===== config.mk =====
export PLATFORM = sky130hd
export DESIGN_NAME = mem_bank_cfg_loader
export DESIGN_NICKNAME = d
export VERILOG_FILES = /design/src/rtl/mem_bank_cfg_loader.sv
export SDC_FILE = /design/constraint.sdc
export NUM_CORES = 1
export LEC_CHECK = 0
export CAP_MARGIN = 5
export CORE_MARGIN = 2
export CORE_UTILIZATION = 45
export CTS_CLUSTER_DIAMETER = 120
export CTS_CLUSTER_SIZE = 8
export DETAILED_ROUTE_END_ITERATION = 7
export PLACE_DENSITY = 0.74
export SETUP_SLACK_MARGIN = 0.05
export SYNTH_ARGS = -nofsm -noshare
export SYNTH_HDL_FRONTEND = slang
export SYNTH_SLANG_ARGS = --single-unit

===== constraint.sdc =====
create_clock -name prog_clk -period 2.1 [get_ports prog_clk]
set_input_delay 0.63 -clock prog_clk [delete_from_list [all_inputs] [get_ports prog_clk]]
set_output_delay 0.63 -clock prog_clk [all_outputs]
set_load 0.01 [all_outputs]

===== src/rtl/mem_bank_cfg_loader.sv =====
// Memory-bank configuration loader: assembles a byte stream into BL_W-bit bitline words
// and strobes one wordline per row. Optional CRC-8 trailer check when CFG_CRC_EN is defined.
module mem_bank_cfg_loader #(
    parameter int BL_W     = 40,
    parameter int WL_W     = 4,
    parameter int WL_PULSE = 2
) (
    input  logic            prog_clk,
    input  logic            prog_rst_n,
    input  logic            start,
    input  logic [7:0]      cfg_data,
    input  logic            cfg_valid,
    output logic            cfg_ready,
    output logic [BL_W-1:0] bl_out,
    output logic [WL_W-1:0] wl_out,
    output logic            busy,
    output logic            done,
    output logic            cfg_err
);

    localparam int BEATS   = BL_W / 8;
    localparam int BEAT_W  = (BEATS > 1) ? $clog2(BEATS) : 1;
    localparam int ROW_W   = (WL_W > 1) ? $clog2(WL_W) : 1;
    localparam int PULSE_W = (WL_PULSE > 1) ? $clog2(WL_PULSE) : 1;

    localparam logic [BEAT_W-1:0]  LAST_BEAT  = BEAT_W'(BEATS - 1);
    localparam logic [ROW_W-1:0]   LAST_ROW   = ROW_W'(WL_W - 1);
    localparam logic [PULSE_W-1:0] LAST_PULSE = PULSE_W'(WL_PULSE - 1);

    typedef enum logic [2:0] {
        S_IDLE   = 3'd0,
        S_LOAD   = 3'd1,
        S_SETUP  = 3'd2,
        S_STROBE = 3'd3,
        S_HOLD   = 3'd4,
`ifdef CFG_CRC_EN
        S_DONE   = 3'd5,
        S_CHECK  = 3'd6
`else
        S_DONE   = 3'd5
`endif
    } state_t;

    state_t             state;
    logic [BEAT_W-1:0]  beat;
    logic [ROW_W-1:0]   row;
    logic [PULSE_W-1:0] pulse;
    logic               accept;

    // Handshake: a byte transfers on a rising edge where cfg_valid && cfg_ready.
    // cfg_ready is a registered state decode and never looks at cfg_valid.
    assign accept = cfg_valid && cfg_ready;

`ifdef CFG_CRC_EN
    logic [7:0] crc;
    logic       cfg_err_q;

    // CRC-8, poly 0x07, MSB first, one byte per call.
    function automatic logic [7:0] crc8_next(input logic [7:0] crc_in, input logic [7:0] d);
        logic [7:0] c;
        c = crc_in ^ d;
        for (int i = 0; i < 8; i++) begin
            c = c[7] ? ((c << 1) ^ 8'h07) : (c << 1);
        end
        return c;
    endfunction

    assign cfg_err = cfg_err_q;
`else
    assign cfg_err = 1'b0;
`endif

    always_ff @(posedge prog_clk or negedge prog_rst_n) begin
        if (!prog_rst_n) begin
            state     <= S_IDLE;
            beat      <= '0;
            row       <= '0;
            pulse     <= '0;
            bl_out    <= '0;
            wl_out    <= '0;
            cfg_ready <= 1'b0;
            busy      <= 1'b0;
            done      <= 1'b0;
`ifdef CFG_CRC_EN
            crc       <= 8'h00;
            cfg_err_q <= 1'b0;
`endif
        end else begin
            case (state)
                S_IDLE, S_DONE: begin
                    if (start) begin
                        state     <= S_LOAD;
                        row       <= '0;
                        beat      <= '0;
                        busy      <= 1'b1;
                        done      <= 1'b0;
                        cfg_ready <= 1'b1;
`ifdef CFG_CRC_EN
                        crc       <= 8'h00;
                        cfg_err_q <= 1'b0;
`endif
                    end
                end
                S_LOAD: begin
                    if (accept) begin
                        // First byte of a row lands in the LSBs.
                        for (int k = 0; k < BEATS; k++) begin
                            if (beat == BEAT_W'(k)) begin
                                bl_out[8*k +: 8] <= cfg_data;
                            end
                        end
`ifdef CFG_CRC_EN
                        crc <= crc8_next(crc, cfg_data);
`endif
                        if (beat == LAST_BEAT) begin
                            cfg_ready <= 1'b0;
                            state     <= S_SETUP;
                        end else begin
                            beat <= beat + 1'b1;
                        end
                    end
                end
                S_SETUP: begin
                    wl_out <= WL_W'(1) << row;
                    pulse  <= '0;
                    state  <= S_STROBE;
                end
                S_STROBE: begin
                    if (pulse == LAST_PULSE) begin
                        wl_out <= '0;
                        state  <= S_HOLD;
                    end else begin
                        pulse <= pulse + 1'b1;
                    end
                end
                S_HOLD: begin
                    if (row != LAST_ROW) begin
                        row       <= row + 1'b1;
                        beat      <= '0;
                        cfg_ready <= 1'b1;
                        state     <= S_LOAD;
                    end else begin
`ifdef CFG_CRC_EN
                        cfg_ready <= 1'b1;
                        state     <= S_CHECK;
`else
                        busy      <= 1'b0;
                        done      <= 1'b1;
                        state     <= S_DONE;
`endif
                    end
                end
`ifdef CFG_CRC_EN
                S_CHECK: begin
                    // The trailing byte is the expected CRC of all data bytes.
                    if (accept) begin
                        cfg_ready <= 1'b0;
                        cfg_err_q <= (cfg_data != crc);
                        busy      <= 1'b0;
                        done      <= 1'b1;
                        state     <= S_DONE;
                    end
                end
`endif
                default: begin
                    state     <= S_IDLE;
                    wl_out    <= '0;
                    cfg_ready <= 1'b0;
                    busy      <= 1'b0;
                end
            endcase
        end
    end

endmodule


==> results of run 1 <==
-- final cells by class --
cell class	instances	area [um^2]
clock buffer	6	82.58
clock inverter	2	18.77
fill	425	1999
inverter	15	56.30
multi-input combinational	109	988.4
sequential	56	1403
tap	72	90.09
timing repair buffer	80	767.0
-- metal layers --
metal	share of wire [%]	GRT usage, %	wire length [um]
met1	45	25.23	2366
met2	47	30.17	2462
met3	6.2	5.057	325
met4	1.0	4.737	53
met5	0	0	0
-- placed cells by master, fill, tap and decap left out, types with 3 or more instances in the layout --
| cell type | instances |
|---|---|
| o22ai_1 | 6 |
| a21oi_1 | 3 |
| mux2_2 | 41 |
| nand2_1 | 8 |
| nor2_1 | 5 |
| nor3_1 | 4 |
| nor3b_4 | 3 |
| a22oi_1 | 5 |
| clkbuf_8 | 6 |
| dfrtp_1 | 55 |
| buf_4 | 18 |
| inv_1 | 15 |
| clkdlybuf4s50_1 | 56 |
| ha_1 | 9 |
-- what timing repair did --
item                       CTS  global route
setup endpoints to repair   40             7
pin swaps                    3             0
gates resized for setup      7             2
buffers inserted             0             0
hold buffers                 0             0
-- sequential cells by signal, summed over array words and instances, names as in the netlist --
register / flops
beat: 3
pulse: 1
bl_out: 40
row: 2
done: 1
wl_out: 4
busy: 1
cfg_ready: 1
state: 3
-- worst reg2reg max path: stages (launching register included) --
cell	delay (ns)
dfrtp_2	0.46
nand2b_4	0.16
or3_4	0.37
buf_8	0.15
nor3b_4	0.25
buf_6	0.15
mux2_2	0.33
-- cell families (layout without fill, tap and decap cells) --
group / after synthesis / in the layout / synth area share, %
other: 1 / 1 / 0.1511
and+or+nand+nor: 31 / 31 / 8.216
muxes: 41 / 41 / 18.60
AOI/OAI and AO/OA: 27 / 27 / 7.914
buffers and inverters: 22 / 103 / 4.133
DFF: 56 / 56 / 56.45
adders and majority gates: 9 / 9 / 4.536
-- synth_stat cells --
master	count	share of area (%)
a22oi_1	5	1.5
a31oi_1	1	0.25
mux2_2	41	19
a32o_1	2	0.81
nand2b_1	1	0.25
a22o_1	2	0.71
inv_1	15	2.3
nor3b_4	3	2.3
clkbuf_1	3	0.45
o21bai_1	1	0.30
or4_1	1	0.30
a211o_2	1	0.40
buf_6	2	0.91
buf_4	1	0.30
nand2_1	9	1.4
buf_2	1	0.20
o21ai_0	2	0.40
nor3_1	4	0.81
ha_1	9	4.5
dfrtp_1	56	56
nand2b_4	1	0.55
a21o_1	1	0.30
conb_1	1	0.15
and2b_2	1	0.35
nor2_1	5	0.76
nor2_2	2	0.50
o22ai_1	6	1.5
o211a_1	1	0.40
a221oi_1	2	0.71
nand3b_1	1	0.30
or3_1	1	0.25
a21oi_1	3	0.60
nor2b_1	2	0.50
-- power breakdown --
group / leakage, nW / total, mW / internal, mW / switching [mW]
clock: 0.0493 / 0.638 / 0.276 / 0.361
combinational: 0.794 / 2.59 / 1.55 / 1.04
sequential: 0.674 / 1.88 / 1.57 / 0.302
total: 1.52 / 5.10 / 3.40 / 1.70
-- metrics by stage --
stage / util [%] / cell area [um^2] / hold slack, ns / total power [mW]
after CTS: 62.94 / 3402 / 0.3126 / 5.155
after detailed placement: 60.67 / 3279 / 0.4941 / 4.459
final: 63.01 / 3406 / 0.3091 / 5.105
after floorplan: - / 2482 / 0.3344 / 3.185
after global placement: 60.67 / 3279 / 0.4883 / 4.396
after global routing: 63.01 / 3406 / 0.3211 / 5.458
-- worst paths after layout --
kind,cells past startpoint,slack (ns),from,to
worst max-delay path,6,0.09,start,beat[0]
worst min-delay path,2,0.31,prog_rst_n,bl_out[14]
worst max register to register,6,0.14,state[2],bl_out[18]
worst min register to register,1,0.52,bl_out[10],bl_out[10]
max in group asynchronous,2,1.55,prog_rst_n,state[2]
min in group prog_clk,1,0.52,bl_out[10],bl_out[10]
==> flow_metrics.py, run 1 <==
metrics = {
    "run_status": {
        "status": "finished clean",
    },
    "critical_path": {
        "critical_path.n_buffers_inverters": 2,
        "crit_path_max_incr_delay_ns": 0.50,
        "crit_path_cells": "clkdlybuf4s50_1 > buf_4 > nand2_1 > o211a_1 > or4_1 > mux2_2",
        "cp_slowest_cell": "clkdlybuf4s50_1",
        "worstSetupPathType": "primary input to register",
        "maximum_fanout_along_the_worst_path": 3,
        "worst_ep_required_time_ns": 2.31,
        "startpoint_class": "primary input",
        "end_kind": "register",
        "worst-endpoint-arrival_ns": 2.22,
        "cpLargestDelayFamily": "buffers and inverters",
    },
    "synthesis": {
        "yosys_warnings": 0,
        "synthesis.nets": 208,
        "flop_and_latch_count_out_of_synthesis": 56,
        "number_of_distinct_standard_cells_referenced_by_the_synthesized_netlist": 33,
        "netlist_area_um2": 2482,
        "synthesis.instances": 187,
        "synth_area_per_inst_um2": 13.27,
        "synth_sequential_area_ratio_pct": 56.45,
    },
    "floorplanning": {
        "floorplan.initialDensity_pct": 45.93,
        "design.core.area_um2": 5405,
        "die_footprint_um2": 6126,
        "die_w_um": 78.27,
        "die_y_um": 78.27,
        "site_row_count": 27,
        "ioPinCount": 60,
    },
    "global_route": {
        "grt_usage_pct": 18.70,
        "antenna_found_initial": 0,
        "grt_start_max_net_pins": 57,
        "wire_length_of_the_first_global_routing_pass_um": 8970,
        "vias_in_the_first_global_route": 1831,
        "overflow": 0,
    },
    "run": {
        "drv.max_cap_violation_count": 0,
    },
    "timing": {
        "tns_ns": 0,
        "fin_worst_skew_ns": 0.009903,
        "fin_crit_ns": 2.005,
        "timing.final.crit_share_pct": 95.49,
        "timing.final.ws_setup_ns": 0.09473,
        "final-setup-viol-count": 0,
        "final_number_of_hold_violating_endpoints": 0,
        "final_max_slew_viol_count": 0,
        "rsz0062_at_grt": "no",
        "clock.fmax_ghz": 0.4987,
    },
    "route": {
        "wl_per_cell_um": 15.32,
        "via_per_inst": 5.062,
        "drtIter0Drc": 63,
        "dr.pass1.iters": 4,
        "via_count": 1721,
        "detail-route-antenna-nets": 0,
        "drcViolationCount": 0,
        "postRouteWirelength_um": 5208,
    },
    "min_path": {
        "min-delay-path-class": "primary input to asynchronous set/reset pin",
    },
    "place": {
        "dp_hpwl_um": 3814,
        "post_placement_worst_setup_slack_ns": -0.4550,
        "dp.cells": 332,
        "placement.io_buffers": 58,
        "finalWeightedCongestion": 0.8223,
    },
    "final_layout": {
        "final-instance-count-excl-fill": 340,
        "layout-area-overhead-vs-synth_pct": 37.20,
        "number_of_antenna_repair_diodes": 0,
        "drive_above_1_share_pct": 31.34,
        "finish.net_count": 288,
    },
    "clock_tree": {
        "cts.htree.levels": 2,
        "clkSlewWorstSetupHoldPaths_ns": 0.11,
        "root_buffer": "clkbuf_8",
        "cts_tree": "yes",
        "cts_buffers": 5,
        "worst_skew_pair.late_latency_ns": 0.31,
        "cts.path.max_buffers": 2,
        "cts_num_sinks": 56,
    },
    "power": {
        "power.static_leakage_nw": 1.517,
        "ir_worst_vdd_mv": 0.7371,
        "pwr_density_cell_nw_per_um2": 1499,
    },
}
Power figures use the tool's default switching activity.
==> inputs of run 2 (changes only) <==
--- a/config.mk
+++ b/config.mk
@@ -6,11 +6,11 @@
 export NUM_CORES = 1
 export LEC_CHECK = 0
 export CAP_MARGIN = 5
-export CORE_MARGIN = 2
 export CORE_UTILIZATION = 45
 export CTS_CLUSTER_DIAMETER = 120
 export CTS_CLUSTER_SIZE = 8
 export DETAILED_ROUTE_END_ITERATION = 7
+export GPL_ROUTABILITY_DRIVEN = 0
 export PLACE_DENSITY = 0.74
 export SETUP_SLACK_MARGIN = 0.05
 export SYNTH_ARGS = -nofsm -noshare
==> run 2 against run 1 <==
Compared with the run above:
- global-route usage grew 0.37 points
- cell area grew 1.4%
- wire length shrank 1.7%
- non-clock buffer count shrank 2
- largest power group unchanged
- sequential share of layout area shrank 0.60 points
- critical path depth shrank 1
- via count shrank 0.41%
- clock power grew 11%
- power grew 2.8%
- final cell count shrank 1.2%
- critical path type unchanged
- clock skew is essentially flat
==> flow_metrics.py, run 2 (synthesis results as in run 1) <==
metrics = {
    "final_layout": {
        "postLayoutCoreUtil_pct": 66.35,
        "final-instance-count-excl-fill": 336,
        "final_design_area_no_fill_um2": 3453,
        "layout-area-overhead-vs-synth_pct": 39.11,
        "largest_reg_flops": 40,
        "finish.net_count": 286,
        "mostFrequentLayoutCells": "56 x dfrtp_1, 56 x clkdlybuf4s50_1, 29 x mux2_2",
        "top_regs": "bl_out: 40 flops, wl_out: 4 flops",
        "registers.top_by_ff_count": "bl_out",
        "number_of_antenna_repair_diodes": 0,
        "drive_above_1_share_pct": 28.95,
    },
    "timing": {
        "fin_worst_skew_ns": 0.009478,
        "rsz0062_at_grt": "no",
        "fin_crit_ns": 2.015,
        "final_max_slew_viol_count": 0,
        "tns_ns": 0,
        "timing.final.ws_setup_ns": 0.08546,
        "final_number_of_hold_violating_endpoints": 0,
        "clock.fmax_ghz": 0.4964,
        "hold_ws_ns": 0.3053,
        "timing.final.crit_share_pct": 95.93,
        "final-setup-viol-count": 0,
    },
    "route": {
        "via_per_inst": 5.101,
        "drcViolationCount": 0,
        "postRouteWirelength_um": 5119,
        "dr.pass1.iters": 4,
        "drtIter0Drc": 61,
        "via_count": 1714,
        "wl_per_cell_um": 15.24,
        "detail-route-antenna-nets": 0,
    },
    "power": {
        "power_dissipated_by_switching_net_loads_mw": 1.699,
        "power_frac_comb_pct": 50.7,
        "power_switching_share_pct": 32.37,
        "p_clk_share_pct": 13.5,
        "power_frac_seq_pct": 35.8,
        "power_mw": 5.249,
        "ir_worst_vdd_mv": 0.6773,
        "pwr_density_cell_nw_per_um2": 1520,
        "power.static_leakage_nw": 1.551,
        "cellInternalPower_mw": 3.550,
    },
    "critical_path": {
        "crit_path_max_incr_delay_ns": 0.53,
        "end_kind": "register",
        "worstReg2RegStart": "row[0]",
        "endpoint_of_the_worst_slack_reg_to_reg_timing_path": "beat[0]",
        "maximum_fanout_along_the_worst_path": 3,
        "cpLargestDelayFamily": "simple AND/OR/NAND/NOR gates",
        "worst-endpoint-arrival_ns": 2.21,
        "cp_slowest_cell": "or4_1",
        "startpoint_class": "primary input",
        "crit_path_cells": "clkdlybuf4s50_1 > nor2b_1 > nor3_1 > or4_1 > mux2_2",
        "worstSetupPathType": "primary input to register",
        "critical_path.n_buffers_inverters": 1,
        "r2r_slack_ns": 0.19,
        "worst_ep_required_time_ns": 2.29,
        "startpoint": "start",
        "r2r_cells": 5,
    },
    "global_route": {
        "antenna_found_initial": 0,
        "grt_start_max_net_pins": 57,
        "use_met3_pct": 3.952,
        "overflow": 0,
        "grt_most_used_layer": "met2",
        "global_route.usage.met1_pct": 25.61,
        "wire_length_of_the_first_global_routing_pass_um": 8687,
        "gr-usage-met2_pct": 31.08,
        "vias_in_the_first_global_route": 1750,
        "grt_usage_pct": 19.06,
    },
    "floorplanning": {
        "die_w_um": 76.27,
        "die_footprint_um2": 5817,
        "ioPinCount": 60,
        "design.core.area_um2": 5205,
        "die_y_um": 76.27,
        "floorplan.initialDensity_pct": 47.69,
        "site_row_count": 26,
    },
    "place": {
        "dp.cells": 327,
        "placement.io_buffers": 58,
        "dp_hpwl_um": 3604,
        "place_area_um2": 3279,
        "post_placement_worst_setup_slack_ns": -0.4377,
    },
    "clock_tree": {
        "root_buffer": "clkbuf_8",
        "cts.htree.levels": 2,
        "worst_skew_pair.late_latency_ns": 0.31,
        "cts.path.max_buffers": 2,
        "cts_num_sinks": 56,
        "clkSlewWorstSetupHoldPaths_ns": 0.10,
        "cts_tree": "yes",
        "cts_buffers": 5,
    },
    "run_status": {
        "status": "finished clean",
    },
    "run": {
        "drv.max_cap_violation_count": 0,
    },
    "min_path": {
        "min-delay-path-class": "primary input to asynchronous set/reset pin",
    },
}
## run 2: cell types whose count changed in the layout (fill, tap and decap cells not counted), sizes merged
cell	delta
buf	-2
bufinv	+1
clkinvlp	-1
## run 2: worst max path at each step
stage	to	depth (start not counted)	slack, ns
after floorplan	bl_out[10]	5	0.08
after global placement	bl_out[13]	7	-0.42
after detailed placement	bl_out[15]	7	-0.44
after CTS	beat[0]	5	0.10
after global routing	beat[0]	5	0.05
final	beat[0]	5	0.09
## run 2: worst register-to-register path: cells and delay by family, from the launching register on
kind                     cells  cell delay [ns]
flip-flops                   1             0.45
adder cells (fa/ha/maj)      1             0.27
AND/OR/NAND/NOR              3             0.79
multiplexers                 1             0.29
## run 2: final cells by class
type	instances	area, um^2
inverter	15	56.30
fill	399	1752
tap	70	87.58
clock inverter	2	38.79
timing repair buffer	78	773.2
multi-input combinational	109	1023
clock buffer	6	72.57
sequential	56	1401
## run 2: routing by layer
| metal | routed length [um] | vias up |
|---|---|---|
| li1 | - | 818 |
| met1 | 2359 | 858 |
| met2 | 2531 | 36 |
| met3 | 178 | 2 |
| met4 | 51 | 0 |
| met5 | 0 | - |
## run 2: power by group through the flow
stage	sequential, mW	clock, mW	combinational, mW
2_1_floorplan	2.05	0	1.13
3_3_place_gp	1.87	0	2.51
3_5_place_dp	1.90	0	2.55
4_1_cts	1.88	0.726	2.69
5_1_grt	1.95	0.765	2.84
6_report	1.88	0.709	2.66
## run 2: timing repair
action / 4_1_cts / 5_1_grt
resized for setup: 16 / 0
hold buffers: 0 / 0
endpoints found under the setup margin: 40 / 0
setup buffers: 1 / 0
hold endpoints to repair: 0 / 0
==> inputs of run 3 (changes only) <==
--- a/config.mk
+++ b/config.mk
@@ -8,10 +8,10 @@
 export CAP_MARGIN = 5
 export CORE_UTILIZATION = 45
 export CTS_CLUSTER_DIAMETER = 120
-export CTS_CLUSTER_SIZE = 8
+export CTS_CLUSTER_SIZE = 14
 export DETAILED_ROUTE_END_ITERATION = 7
+export DONT_BUFFER_PORTS = 1
 export GPL_ROUTABILITY_DRIVEN = 0
-export PLACE_DENSITY = 0.74
 export SETUP_SLACK_MARGIN = 0.05
 export SYNTH_ARGS = -nofsm -noshare
 export SYNTH_HDL_FRONTEND = slang
==> run 3 against run 2 <==
Compared with the run above:
- final cell count fell by 19%
- register-to-register slack worse by 0.02 ns
- cell area is 19% lower
- sequential power grew 15%
- hold slack got worse by 0.14 ns
- global-route usage fell by 1.5 points
- highest routed layer unchanged
==> flow_metrics.py, run 3 (synthesis results as in run 1) <==
metrics = {
    "run_status": {
        "status": "finished clean",
    },
    "floorplanning": {
        "die_w_um": 76.27,
        "floorplan.initialDensity_pct": 47.69,
        "ioPinCount": 60,
        "design.core.area_um2": 5205,
        "die_y_um": 76.27,
        "die_footprint_um2": 5817,
        "site_row_count": 26,
    },
    "critical_path": {
        "worstReg2RegStart": "row[0]",
        "crit_path_max_incr_delay_ns": 0.55,
        "worst_ep_required_time_ns": 2.29,
        "crit_path_cells": "ha_1 > nor2b_1 > nor3_1 > or4_1 > mux2_2",
        "endpoint_of_the_worst_slack_reg_to_reg_timing_path": "beat[0]",
        "worst-endpoint-arrival_ns": 2.12,
        "critPathCapture": "beat[0]",
        "startpoint_class": "register",
        "end_kind": "register",
        "maximum_fanout_along_the_worst_path": 5,
        "r2r_cells": 5,
        "cp_slowest_cell": "or4_1",
        "worstSetupPathType": "register to register",
        "startpoint": "row[0]",
        "r2r_slack_ns": 0.17,
    },
    "route": {
        "dr.pass1.iters": 4,
        "wl_per_cell_um": 17.25,
        "detail-route-antenna-nets": 0,
        "drcViolationCount": 0,
        "drtIter0Drc": 43,
        "via_per_inst": 5.375,
        "via_count": 1462,
        "postRouteWirelength_um": 4692,
    },
    "power": {
        "pwr_density_cell_nw_per_um2": 1535,
        "ir_worst_vdd_mv": 0.7193,
        "power_mw": 4.302,
        "power.static_leakage_nw": 1.267,
    },
    "timing": {
        "final-setup-viol-count": 0,
        "timing.final.crit_share_pct": 91.99,
        "timing.final.ws_setup_ns": 0.1682,
        "fin_crit_ns": 1.932,
        "fin_worst_skew_ns": 0.004121,
        "worst_slew_pin_slew_ns": 0.5175,
        "final_number_of_hold_violating_endpoints": 0,
        "rsz0062_at_grt": "no",
        "clock.fmax_ghz": 0.5176,
        "final_max_slew_viol_count": 0,
        "tns_ns": 0,
        "slew_headroom_pct": 65.38,
        "hold_ws_ns": 0.1628,
    },
    "place": {
        "dp_hpwl_um": 3375,
        "placement.io_buffers": 0,
        "post_placement_worst_setup_slack_ns": -0.07008,
        "place_area_um2": 2639,
    },
    "final_layout": {
        "finish.net_count": 222,
        "most_common_cell_after_layout_fill_and_taps_aside": "dfrtp_1",
        "layout-area-overhead-vs-synth_pct": 12.90,
        "registers.top_by_ff_count": "bl_out",
        "number_of_antenna_repair_diodes": 0,
        "final_design_area_no_fill_um2": 2803,
        "largest_reg_flops": 40,
        "top_regs": "bl_out: 40 flops, wl_out: 4 flops",
        "mostFrequentLayoutCells": "56 x dfrtp_1, 41 x mux2_2, 15 x inv_1",
        "drive_above_1_share_pct": 35.15,
    },
    "clock_tree": {
        "root_buffer": "clkbuf_8",
        "worst_skew_pair.late_latency_ns": 0.30,
        "cts_tree": "yes",
        "cts_num_sinks": 56,
        "post-cts-setup-buffers": 0,
        "cts_buffers": 5,
        "cts.path.max_buffers": 2,
        "cts.htree.levels": 2,
        "clkSlewWorstSetupHoldPaths_ns": 0.09,
    },
    "global_route": {
        "vias_in_the_first_global_route": 1495,
        "overflow": 0,
        "wire_length_of_the_first_global_routing_pass_um": 7955,
        "antenna_found_initial": 0,
        "grt_usage_pct": 17.51,
        "grt_start_max_net_pins": 47,
    },
    "min_path": {
        "min-delay-path-class": "primary input to asynchronous set/reset pin",
    },
    "run": {
        "drv.max_cap_violation_count": 0,
    },
}
-- run 3: cell types whose count changed in the layout (fill, tap and decap cells not counted), sizes merged --
cell           previous run  this run
dlygate4sd3               0         1
dlygate4sd2               1         0
clkdlybuf4s50            56         0
clkinv                    0         1
inv                      16        15
buf                      21        13
-- run 3: metal layers --
metal	track usage [%]	routed length [um]
met5	0	0
met4	5.192	37
met3	3.952	214
met2	30.90	2519
met1	21.32	1920
-- run 3: worst min-delay path by stage --
stage,startpoint,cells after the start,end
after detailed placement,prog_rst_n,0,wl_out[0]
after floorplan,prog_rst_n,0,beat[0]
final,prog_rst_n,1,wl_out[0]
after global placement,prog_rst_n,0,wl_out[2]
after CTS,prog_rst_n,1,wl_out[0]
after global routing,prog_rst_n,1,bl_out[7]
-- run 3: area by class of cell --
class / count / area [um^2]
Clock inverter: 2 / 38.79
Multi-Input combinational cell: 109 / 983.4
Tap cell: 70 / 87.58
Fill cell: 450 / 2402
Inverter: 15 / 56.30
Sequential cell: 56 / 1401
Timing Repair Buffer: 14 / 152.6
Clock buffer: 6 / 82.58
-- run 3: worst max-delay path: cells and delay by family (launching register included) --
| kind | cells | cell delay, ns |
|---|---|---|
| simple gates | 3 | 0.82 |
| mux | 1 | 0.30 |
| fa+ha+maj | 1 | 0.26 |
| flops | 1 | 0.44 |
-- run 3: timing repair --
action | 4_1_cts | 5_1_grt
hold endpoints to repair | 46 | 0
endpoints found under the setup margin | 0 | 20
hold buffers | 2 | 0
gates resized for setup | 0 | 1
-- run 3: power by group --
group	internal (mW)	switching (mW)	total, mW	leakage [nW]
Combinational	0.792	0.625	1.42	0.530
Clock	0.390	0.339	0.729	0.0614
Sequential	1.57	0.581	2.16	0.676
-- run 3: stage by stage --
stage / util, % / cells
after global placement: 50.70 / 262
after floorplan: - / 187
after detailed placement: 50.70 / 262
final: 53.85 / 272
after global routing: 53.85 / 272
after CTS: 53.75 / 272
